$ cat config.mk
export PLATFORM = sky130hd
export DESIGN_NAME = de_hazard_ctrl
export DESIGN_NICKNAME = d
export VERILOG_FILES = /design/src/rtl/de_hazard_ctrl.sv
export SDC_FILE = /design/constraint.sdc
export NUM_CORES = 1
export LEC_CHECK = 0
export BUFFER_PORTS_ARGS = -buffer_cell sky130_fd_sc_hd__buf_2
export CORE_ASPECT_RATIO = 0.6
export CORE_MARGIN = 5
export CORE_UTILIZATION = 43
export DETAILED_ROUTE_END_ITERATION = 16
export GPL_TIMING_DRIVEN = 0
export PLACE_DENSITY = 0.81
export SYNTH_ARGS = -nofsm -noshare
export SYNTH_HDL_FRONTEND = slang
export SYNTH_SLANG_ARGS = --single-unit
$ cat constraint.sdc
create_clock -name CLK -period 2.63 [get_ports CLK]
set_clock_uncertainty 0.15 [all_clocks]
set_input_delay 0.263 -clock CLK [delete_from_list [all_inputs] [get_ports CLK]]
set_output_delay 0.263 -clock CLK [all_outputs]
set_load 0.005 [all_outputs]
$ cat src/rtl/de_hazard_ctrl.sv
// de_hazard_ctrl: decode-stage hazard/trap sequencer (load-use stall, branch wait,
// ECALL drain + MTVEC redirect) with a saturating bubble-cycle counter.  Rev 1.0
`default_nettype none

module de_hazard_ctrl #(
  parameter int DRAIN_CYCLES = 3,
  parameter int CNT_W        = 32
) (
  input  logic             CLK,
  input  logic             reset,
  input  logic             DE_V,
  input  logic [31:0]      DE_IR,
  input  logic             EXE_V,
  input  logic [31:0]      EXE_IR,
  input  logic             MEM_STALL,
  input  logic             EXE_BR_RESOLVED,
  input  logic             EXE_BR_TAKEN,
  output logic             FE_STALL,
  output logic             DE_STALL,
  output logic             DE_BUBBLE,
  output logic             FE_FLUSH,
  output logic [1:0]       PC_SEL,
  output logic             TRAP_CS,
  output logic [63:0]      TRAP_CAUSE,
  output logic [CNT_W-1:0] STALL_CNT
);

  localparam int DW = (DRAIN_CYCLES > 1) ? $clog2(DRAIN_CYCLES) : 1;
  localparam logic [DW-1:0] DRAIN_INIT = DW'(DRAIN_CYCLES - 1);

  localparam logic [6:0] OP_LOAD   = 7'b0000011;
  localparam logic [6:0] OP_LUI    = 7'b0110111;
  localparam logic [6:0] OP_AUIPC  = 7'b0010111;
  localparam logic [6:0] OP_JAL    = 7'b1101111;
  localparam logic [6:0] OP_JALR   = 7'b1100111;
  localparam logic [6:0] OP_BRANCH = 7'b1100011;
  localparam logic [6:0] OP_SYSTEM = 7'b1110011;
  localparam logic [6:0] OP_OP     = 7'b0110011;
  localparam logic [6:0] OP_OP32   = 7'b0111011;
  localparam logic [6:0] OP_STORE  = 7'b0100011;
  localparam logic [31:0] ECALL    = 32'h0000_0073;

  typedef enum logic [1:0] {
    S_RUN           = 2'd0,
    S_BR_WAIT       = 2'd1,
    S_TRAP_DRAIN    = 2'd2,
    S_TRAP_REDIRECT = 2'd3
  } state_t;

  state_t            state_q, state_d;
  logic [DW-1:0]     drain_q, drain_d;
  logic [CNT_W-1:0]  cnt_q, cnt_d;
  logic              first_q;

  logic [6:0] w_de_op;
  logic [4:0] w_exe_rd;
  logic       w_rs1_used;
  logic       w_rs2_used;
  logic       w_load_use;
  logic       w_ctrl_flow;
  logic       w_quiet;
  logic       w_unused_exe_ir;

  assign w_de_op         = DE_IR[6:0];
  assign w_exe_rd        = EXE_IR[11:7];
  assign w_unused_exe_ir = ^EXE_IR[31:12];

  // CSR immediate forms (funct3[2]=1) carry a zimm in the rs1 field, not a register.
  assign w_rs1_used = !((w_de_op == OP_LUI) || (w_de_op == OP_AUIPC) || (w_de_op == OP_JAL) ||
                        ((w_de_op == OP_SYSTEM) && DE_IR[14]));
  assign w_rs2_used = (w_de_op == OP_OP) || (w_de_op == OP_OP32) ||
                      (w_de_op == OP_STORE) || (w_de_op == OP_BRANCH);

  assign w_load_use = EXE_V && (EXE_IR[6:0] == OP_LOAD) && (w_exe_rd != 5'd0) &&
                      ((w_rs1_used && (DE_IR[19:15] == w_exe_rd)) ||
                       (w_rs2_used && (DE_IR[24:20] == w_exe_rd)));

  assign w_ctrl_flow = (w_de_op == OP_BRANCH) || (w_de_op == OP_JAL) || (w_de_op == OP_JALR);

  // Outputs stay quiet during reset and for the first cycle after release.
  assign w_quiet = reset || first_q;

  always_comb begin
    FE_STALL   = 1'b0;
    DE_STALL   = 1'b0;
    DE_BUBBLE  = 1'b0;
    FE_FLUSH   = 1'b0;
    PC_SEL     = 2'd0;
    TRAP_CS    = 1'b0;
    TRAP_CAUSE = 64'd0;
    state_d    = state_q;
    drain_d    = drain_q;
    if (!w_quiet) begin
      if (MEM_STALL) begin
        FE_STALL = 1'b1;
        DE_STALL = 1'b1;
      end else begin
        case (state_q)
          S_RUN: begin
            if (DE_V) begin
              if (w_load_use) begin
                FE_STALL  = 1'b1;
                DE_STALL  = 1'b1;
                DE_BUBBLE = 1'b1;
              end else if (DE_IR == ECALL) begin
                state_d = S_TRAP_DRAIN;
                drain_d = DRAIN_INIT;
              end else if (w_ctrl_flow) begin
                state_d = S_BR_WAIT;
              end
            end
          end
          S_BR_WAIT: begin
            FE_STALL  = 1'b1;
            DE_STALL  = 1'b1;
            DE_BUBBLE = 1'b1;
            if (EXE_BR_RESOLVED) begin
              FE_STALL = 1'b0;
              FE_FLUSH = EXE_BR_TAKEN;
              PC_SEL   = EXE_BR_TAKEN ? 2'd1 : 2'd0;
              state_d  = S_RUN;
            end
          end
          S_TRAP_DRAIN: begin
            FE_STALL  = 1'b1;
            DE_STALL  = 1'b1;
            DE_BUBBLE = 1'b1;
            if (drain_q == '0) begin
              state_d = S_TRAP_REDIRECT;
            end else begin
              drain_d = drain_q - DW'(1);
            end
          end
          default: begin
            TRAP_CS    = 1'b1;
            TRAP_CAUSE = 64'd11;
            PC_SEL     = 2'd2;
            FE_FLUSH   = 1'b1;
            DE_BUBBLE  = 1'b1;
            state_d    = S_RUN;
          end
        endcase
      end
    end
  end

  always_comb begin
    cnt_d = cnt_q;
    if (DE_BUBBLE && !MEM_STALL && (cnt_q != '1)) begin
      cnt_d = cnt_q + CNT_W'(1);
    end
  end

  always_ff @(posedge CLK or posedge reset) begin
    if (reset) begin
      state_q <= S_RUN;
      drain_q <= '0;
      cnt_q   <= '0;
      first_q <= 1'b1;
    end else begin
      state_q <= state_d;
      drain_q <= drain_d;
      cnt_q   <= cnt_d;
      first_q <= 1'b0;
    end
  end

  assign STALL_CNT = cnt_q;

endmodule

`default_nettype wire

==> out/metrics.yaml, run 1 <==
status: "finished, final reports clean"
overflow: 0
rows: 22
slew_headroom_pct: 49.36
dp_hpwl_mm: 6.333
die_x_um: 113.6
path_clk_slew_ns: 0.06
clkLatencyLatePin_ns: 0.30
synthMuxAreaShare_pct: 0.7685
synth_compound_area_share_pct: 5.199
die_area_um2: 8194
synth_top_flop_cell: "dfrtp_1"
grt_max_degree: 23
numCtsBuffers: 5
cap_violations: 0
dr_total_vias: 2571
io_buffers: 92
synth_area_um2: 2768
synth_fa_ha_area_share_pct: 3.165
cts_tree: "built"
critPathRequiredTime_ns: 2.22
worstSetupStartpointType: "register"
io_pins: 174
p_leak_nw: 2.011
initialDrtViolationCount: 162
nNetsFinal: 545
synth_top_family_by_area: "simple AND/OR/NAND/NOR gates"
root_buffer: "clkbuf_8"
slew_viol_final: 0
clock-sinks: 37
core_area_um2: 6193
hp-class: "in -> reg"
die_y_um: 72.15
drc: 0
total_power_w: 0.001789
synth_edf_count: 0
fmax_mhz: 404.3
path_class: "reg -> out"
setup_slack_ns: 0.1566
synthXorXnorAreaFrac_pct: 12.97
synthTopCellsByArea: "dfrtp_1 (33%), buf_4 (17%), xnor2_1 (7.6%), xor2_1 (5.4%), nand4_1 (3.8%)"
grtUsageTotal_pct: 18.50
worstMarginPinSlew_ns: 0.7526
critPathMaxFanout: 10
setup_violations: 0
synth_seq_cells: 37
synth.most_common_cell: "buf_4"
syn_avg_cell_area_um2: 9.045
wl_per_cell_um: 13.91
grt_pass1_vias: 2449
ir_worst_vdd_mv: 0.4059
antenna_cells: 0
synth_top_area_cell: "dfrtp_1"
cts_setup_buffers: 0
h-tree-depth: 2
worstPathArrival_ns: 2.06
tns_ns: 0
ant_nets: 0
synthDistinctLibCells: 48
synth_seq_area_share_pct: 33.50
grt_pass1_wl_mm: 12.14
preCtsSetupSlack_ns: 0.06525
yosys_warnings: 0
post-route-util_pct: 60.04
fin_crit_sh_pct: 94.05
clockBufferDepth: 2
firstDrtPassIters: 4
antenna_found_initial: 0
area_delta_synth_final_pct: 34.36
yosys.area_share.simple_pct: 24.50
final.min_clock_period_ns: 2.473
ys_async_sr_fraction_pct: 100.0
num-fill-cells: 551
drt_wl_total_mm: 7.679
syn_inst: 306
ys_top_cells_by_count: "buf_4 (64), dfrtp_1 (36), xnor2_1 (24), nand3_1 (18)"
vias_per_cell: 4.658
gp_congestion: 0.8532
initial_core_util_pct: 44.69
critPathCaptureType: "output pin"
yosysTopAreaCellShare_pct: 32.55
finalHoldViolCount: 0
drive_gt1_share_pct: 37.18
holdWs_ns: 0.2618
power.density_nw_per_um2: 481.2
final cells by class:
cell class,instances,area [µm²],share of cell area (%)
plain buffers,68,505.5,13.59
clock buffers,7,86.33,2.322
clock inverters,1,30.03,0.8075
inverters,10,37.54,1.009
multi-input cells,251,1529,41.12
flip-flops and latches,37,927.1,24.93
well taps,84,105.1,2.826
repair buffers,94,498.0,13.39
critical path: stages, from the launching register on:
cell and delay [ns]:
dfstp_2 0.37, nor3_1 0.35, nand2_1 0.09, or2_1 0.21
o22a_2 0.27, inv_2 0.18, buf_6 0.18, buf_2 0.12
routing by layer:
metal | GRT usage [%] | share of wire (%) | routed length, µm
met1 | 26.69 | 46 | 3527
met2 | 28.51 | 46 | 3527
met3 | 3.583 | 7.0 | 540
met4 | 4.933 | 1.1 | 84
met5 | 0 | 0 | 0
power by group:
group	internal (W)	total, W	leakage, nW	switching, W
sequential	0.000635	0.000720	0.486	0.0000855
clock	0.000309	0.000513	0.0585	0.000204
combinational	0.000275	0.000556	1.47	0.000281
total	0.00122	0.00179	2.01	0.000570
path summary, 6_finish.rpt:
check	start	endpoint	slack [ns]	depth (start not counted)
worst min-delay path	DE_V	state_q[1]$_DFFE_PP0P_	0.26	3
worst min register to register	STALL_CNT[23]$_DFFE_PP0P_	STALL_CNT[23]$_DFFE_PP0P_	0.34	1
worst max-delay path	first_q$_DFF_PP1_	DE_BUBBLE	0.16	7
worst max register to register	STALL_CNT[0]$_DFFE_PP0P_	STALL_CNT[1]$_DFFE_PP0P_	0.18	6
min in group asynchronous	reset	STALL_CNT[3]$_DFFE_PP0P_	0.52	3
max in group asynchronous	reset	state_q[1]$_DFFE_PP0P_	1.25	4
registers in the layout (all words and copies together) (netlist names):
register   cells
STALL_CNT     32
drain_q        2
first_q        1
state_q        2
per-stage QoR:
| stage | area [µm²] | cells |
|---|---|---|
| global placement | 3562 | 543 |
| floorplan | 2997 | 367 |
| detailed placement | 3590 | 544 |
| CTS | 3716 | 553 |
| finish | 3719 | 552 |
| global route | 3719 | 552 |
placed cells by master (no fill, tap or decap), types with 2 or more instances in the layout:
| cell type | count |
|---|---|
| dfrtp_1 | 36 |
| buf_2 | 94 |
| nor2_1 | 13 |
| nand2_1 | 15 |
| o211ai_1 | 3 |
| a211oi_1 | 2 |
| nand3_1 | 18 |
| inv_1 | 9 |
| nor4_1 | 8 |
| and4_1 | 2 |
| nand4_1 | 17 |
| clkbuf_1 | 2 |
| ha_1 | 7 |
| or3_1 | 4 |
| clkbuf_8 | 6 |
| or4_1 | 2 |
| xnor2_1 | 24 |
| a21oi_1 | 3 |
| nor3_1 | 16 |
| nor4_2 | 2 |
| and3_1 | 7 |
| conb_1 | 62 |
| buf_4 | 64 |
| and2_1 | 3 |
| o31a_1 | 2 |
| xor2_1 | 17 |
| nand2b_1 | 4 |
| nor4b_1 | 2 |
repair_timing:
action                                  CTS  global route
endpoints found under the setup margin    0             3
resized for setup                         0             1
hold buffers                              1             0
endpoints found under the hold margin    14             0
kinds of logic after synthesis:
| kind of cell | after synthesis |
|---|---|
| AO/OA/AOI/OAI | 19 |
| XOR/XNOR | 41 |
| adder cells (fa/ha/maj) | 7 |
| buffers and inverters | 79 |
| flip-flops | 37 |
| multiplexers | 2 |
| other | 1 |
| AND/OR/NAND/NOR | 120 |
No activity file was read; power rests on OpenSTA's default activity.
==> inputs of run 2 (changes only) <==
==> constraint.sdc (replaced) <==
create_clock -name CLK -period 2.63 [get_ports CLK]
set_clock_uncertainty 0.15 [all_clocks]
set_input_delay 0.6575 -clock CLK [delete_from_list [all_inputs] [get_ports CLK]]
set_output_delay 0.6575 -clock CLK [all_outputs]
set_load 0.005 [all_outputs]
==> run 2 against run 1 <==
Net effect:
- sequential power decreased by 0.8%
- die area unchanged
- core utilization increased by 1.1 points
- the flow now finishes with violations (negative setup slack)
- largest power group unchanged
- final cell count increased by 0.72%
- hold slack improved by 0.070 ns
- critical path depth unchanged
- global-route usage decreased by 1.0 points
- register-to-register slack improved by 0.08 ns
- fmax decreased by 14%
- worst setup slack got worse by 0.41 ns
==> out/metrics.yaml, run 2 (synthesis results as in run 1) <==
numCtsBuffers: 5  # unchanged
root_buffer: "clkbuf_8"  # unchanged
wl_per_cell_um: 13.55  # was 13.91 µm
ant_nets: 0  # unchanged
r2r_cells: 7  # was 6
fmax_mhz: 346.3  # was 404.3 MHz
total_power_w: 0.001665  # was 0.001789 W
worstMarginPinSlew_ns: 0.6953  # was 0.7526 ns
cts_tree: "built"  # unchanged
setup_slack_ns: -0.2580  # was 0.1566 ns
grt_pass1_vias: 2316  # was 2,449
crit_slowest_cell: "or4_4"  # was dfstp_2
critPathRequiredTime_ns: 1.82  # was 2.22 ns
initial_core_util_pct: 44.69  # unchanged
cp_top_family: "simple AND/OR/NAND/NOR gates"  # unchanged
holdWs_ns: 0.3316  # was 0.2618 ns
io_pins: 174  # unchanged
ir_worst_vdd_mv: 0.4121  # was 0.4059 mV
grt_pass1_wl_mm: 11.39  # was 12.14 mm
h-tree-depth: 2  # unchanged
nNetsFinal: 549  # was 545
worstPathArrival_ns: 2.08  # was 2.06 ns
clock-sinks: 37  # unchanged
dp_hpwl_mm: 6.130  # was 6.333 mm
holdPathStages: 1  # was 3
use_met2_pct: 26.68  # was 28.51%
power.density_nw_per_um2: 439.9  # was 481.2 nW/µm²
p_leak_nw: 2.038  # was 2.011 nW
preCtsSetupSlack_ns: -0.4883  # was 0.06525 ns
io_buffers: 92  # unchanged
setup_violations: 3  # was 0
die_x_um: 113.6  # unchanged
p_int_w: 0.001100  # was 0.001220 W
path_cells: "buf_8 > or4_4 > o211ai_1 > buf_4 > nor3_4 > o31a_1 > buf_2"  # was nor3_1 > nand2_1 > or2_1 > o22a_2 > inv_2 > buf_6 > buf_2
final.min_clock_period_ns: 2.888  # was 2.473 ns
largest_register_ffs: 32  # unchanged
gp_congestion: 0.8818  # was 0.8532
path_clk_slew_ns: 0.08  # was 0.06 ns
final_common_cell: "buf_2"  # unchanged
drc: 0  # unchanged
netSwitchingFraction_pct: 33.96  # was 31.85%
die_area_um2: 8194  # unchanged
overflow: 0  # unchanged
grt_max_degree: 23  # unchanged
finalHoldViolCount: 0  # unchanged
power_frac_clock_pct: 22.9  # was 28.7%
path_class: "in -> out"  # was reg -> out
antenna_found_initial: 0  # unchanged
status: "complete, but fails checks"  # was finished, final reports clean
rsz0062_at_grt: "true"
antenna_cells: 0  # unchanged
max_stage_delay_ns: 0.53  # was 0.37 ns
grt_use_met3_pct: 4.750  # was 3.583%
rows: 22  # unchanged
gr-max-usage-layer: "met2"  # unchanged
slew_viol_final: 0  # unchanged
netSwitchingPower_w: 0.0005654  # was 0.0005699 W
layout_common_cells: "buf_2 (92), buf_4 (69), conb_1 (62)"  # was buf_2 (94), buf_4 (64), conb_1 (62)
violations: "negative setup slack"
num-fill-cells: 536  # was 551
die_y_um: 72.15  # unchanged
area_delta_synth_final_pct: 36.75  # was 34.36%
critPathCaptureType: "output pin"  # unchanged
firstDrtPassIters: 4  # unchanged
drive_gt1_share_pct: 39.62  # was 37.18%
worstSetupStartpointType: "input port"  # was register
critPathMaxFanout: 3  # was 10
crit_buf_inv: 3  # unchanged
clockBufferDepth: 2  # unchanged
core_area_um2: 6193  # unchanged
p_seq_share_pct: 42.9  # was 40.3%
dr_total_vias: 2590  # was 2,571
slew_headroom_pct: 53.22  # was 49.36%
cp.depth: 7  # unchanged
tns_ns: -0.7424  # was 0 ns
clkLatencyLatePin_ns: 0.29  # was 0.30 ns
post-route-util_pct: 61.11  # was 60.04%
fin_crit_sh_pct: 109.8  # was 94.05%
cap_violations: 0  # unchanged
vias_per_cell: 4.658  # about the same
comb_power_share_pct: 34.1  # was 31.1%
grtUsageMet1_pct: 24.12  # was 26.69%
hp-class: "reg -> reg"  # was in -> reg
initialDrtViolationCount: 120  # was 162
grtUsageTotal_pct: 17.49  # was 18.50%
drt_wl_total_mm: 7.532  # was 7.679 mm
-- run 2: cell types whose count changed in the layout (fill, tap and decap cells not counted), sizes merged --
cell,change
clkinv,+2
buf,+4
bufinv,-1
dlygate4sd3,-1
-- run 2: layout make-up --
cell class | instances | area (µm²) | share of cell area, %
clock buffer | 6 | 72.57 | 1.917
sequential | 37 | 927.1 | 24.50
multi-input combinational | 251 | 1588 | 41.95
clock inverter | 2 | 10.01 | 0.2645
timing repair buffer | 98 | 541.8 | 14.31
buffer | 68 | 498.0 | 13.16
inverter | 10 | 42.54 | 1.124
tap | 84 | 105.1 | 2.777
-- run 2: repair_timing --
item                                   in CTS  in global routing
hold buffers                                0                  0
buffers inserted                            2                  3
gates resized for setup                    12                  6
endpoints found under the hold margin       0                  0
setup endpoints to repair                   3                 23
pin swaps                                   4                  1
-- run 2: worst register-to-register path: cells and delay by family, from the launching register on --
kind          cells  cell delay (ns)
simple gates      5             1.05
flops             1             0.41
mux               1             0.33
buf+inv           1             0.29
-- run 2: path summary, 6_finish.rpt --
kind	startpoint	endpoint	slack, ns
worst max-delay path	EXE_IR[10]	FE_STALL	-0.26
worst min-delay path	STALL_CNT[23]$_DFFE_PP0P_	STALL_CNT[23]$_DFFE_PP0P_	0.33
worst max register to register	STALL_CNT[18]$_DFFE_PP0P_	STALL_CNT[1]$_DFFE_PP0P_	0.26
worst min register to register	STALL_CNT[23]$_DFFE_PP0P_	STALL_CNT[23]$_DFFE_PP0P_	0.33
max in group asynchronous	reset	STALL_CNT[30]$_DFFE_PP0P_	1.44
min in group asynchronous	reset	STALL_CNT[16]$_DFFE_PP0P_	0.34
-- run 2: metrics by stage --
step	std cells	instance area, µm²
floorplan	367	2999
global placement	543	3565
detailed placement	544	3592
CTS	553	3730
global route	556	3785
finish	556	3785
-- run 2: routing by layer --
layer,share of wire (%),wire length [µm],up-vias
met5,0,0,-
met4,1.0,77,0
met3,8.4,634,11
met2,47,3533,96
met1,44,3286,1197
li1,-,-,1286
-- run 2: power groups by stage --
| stage | clock [W] | sequential (W) | combinational, W |
|---|---|---|---|
| floorplan | 0 | 0.000710 | 0.000362 |
| global placement | 0 | 0.000719 | 0.000518 |
| detailed placement | 0 | 0.000723 | 0.000541 |
| finish | 0.000382 | 0.000714 | 0.000569 |
| CTS | 0.000393 | 0.000714 | 0.000550 |
| global route | 0.000425 | 0.000727 | 0.000634 |
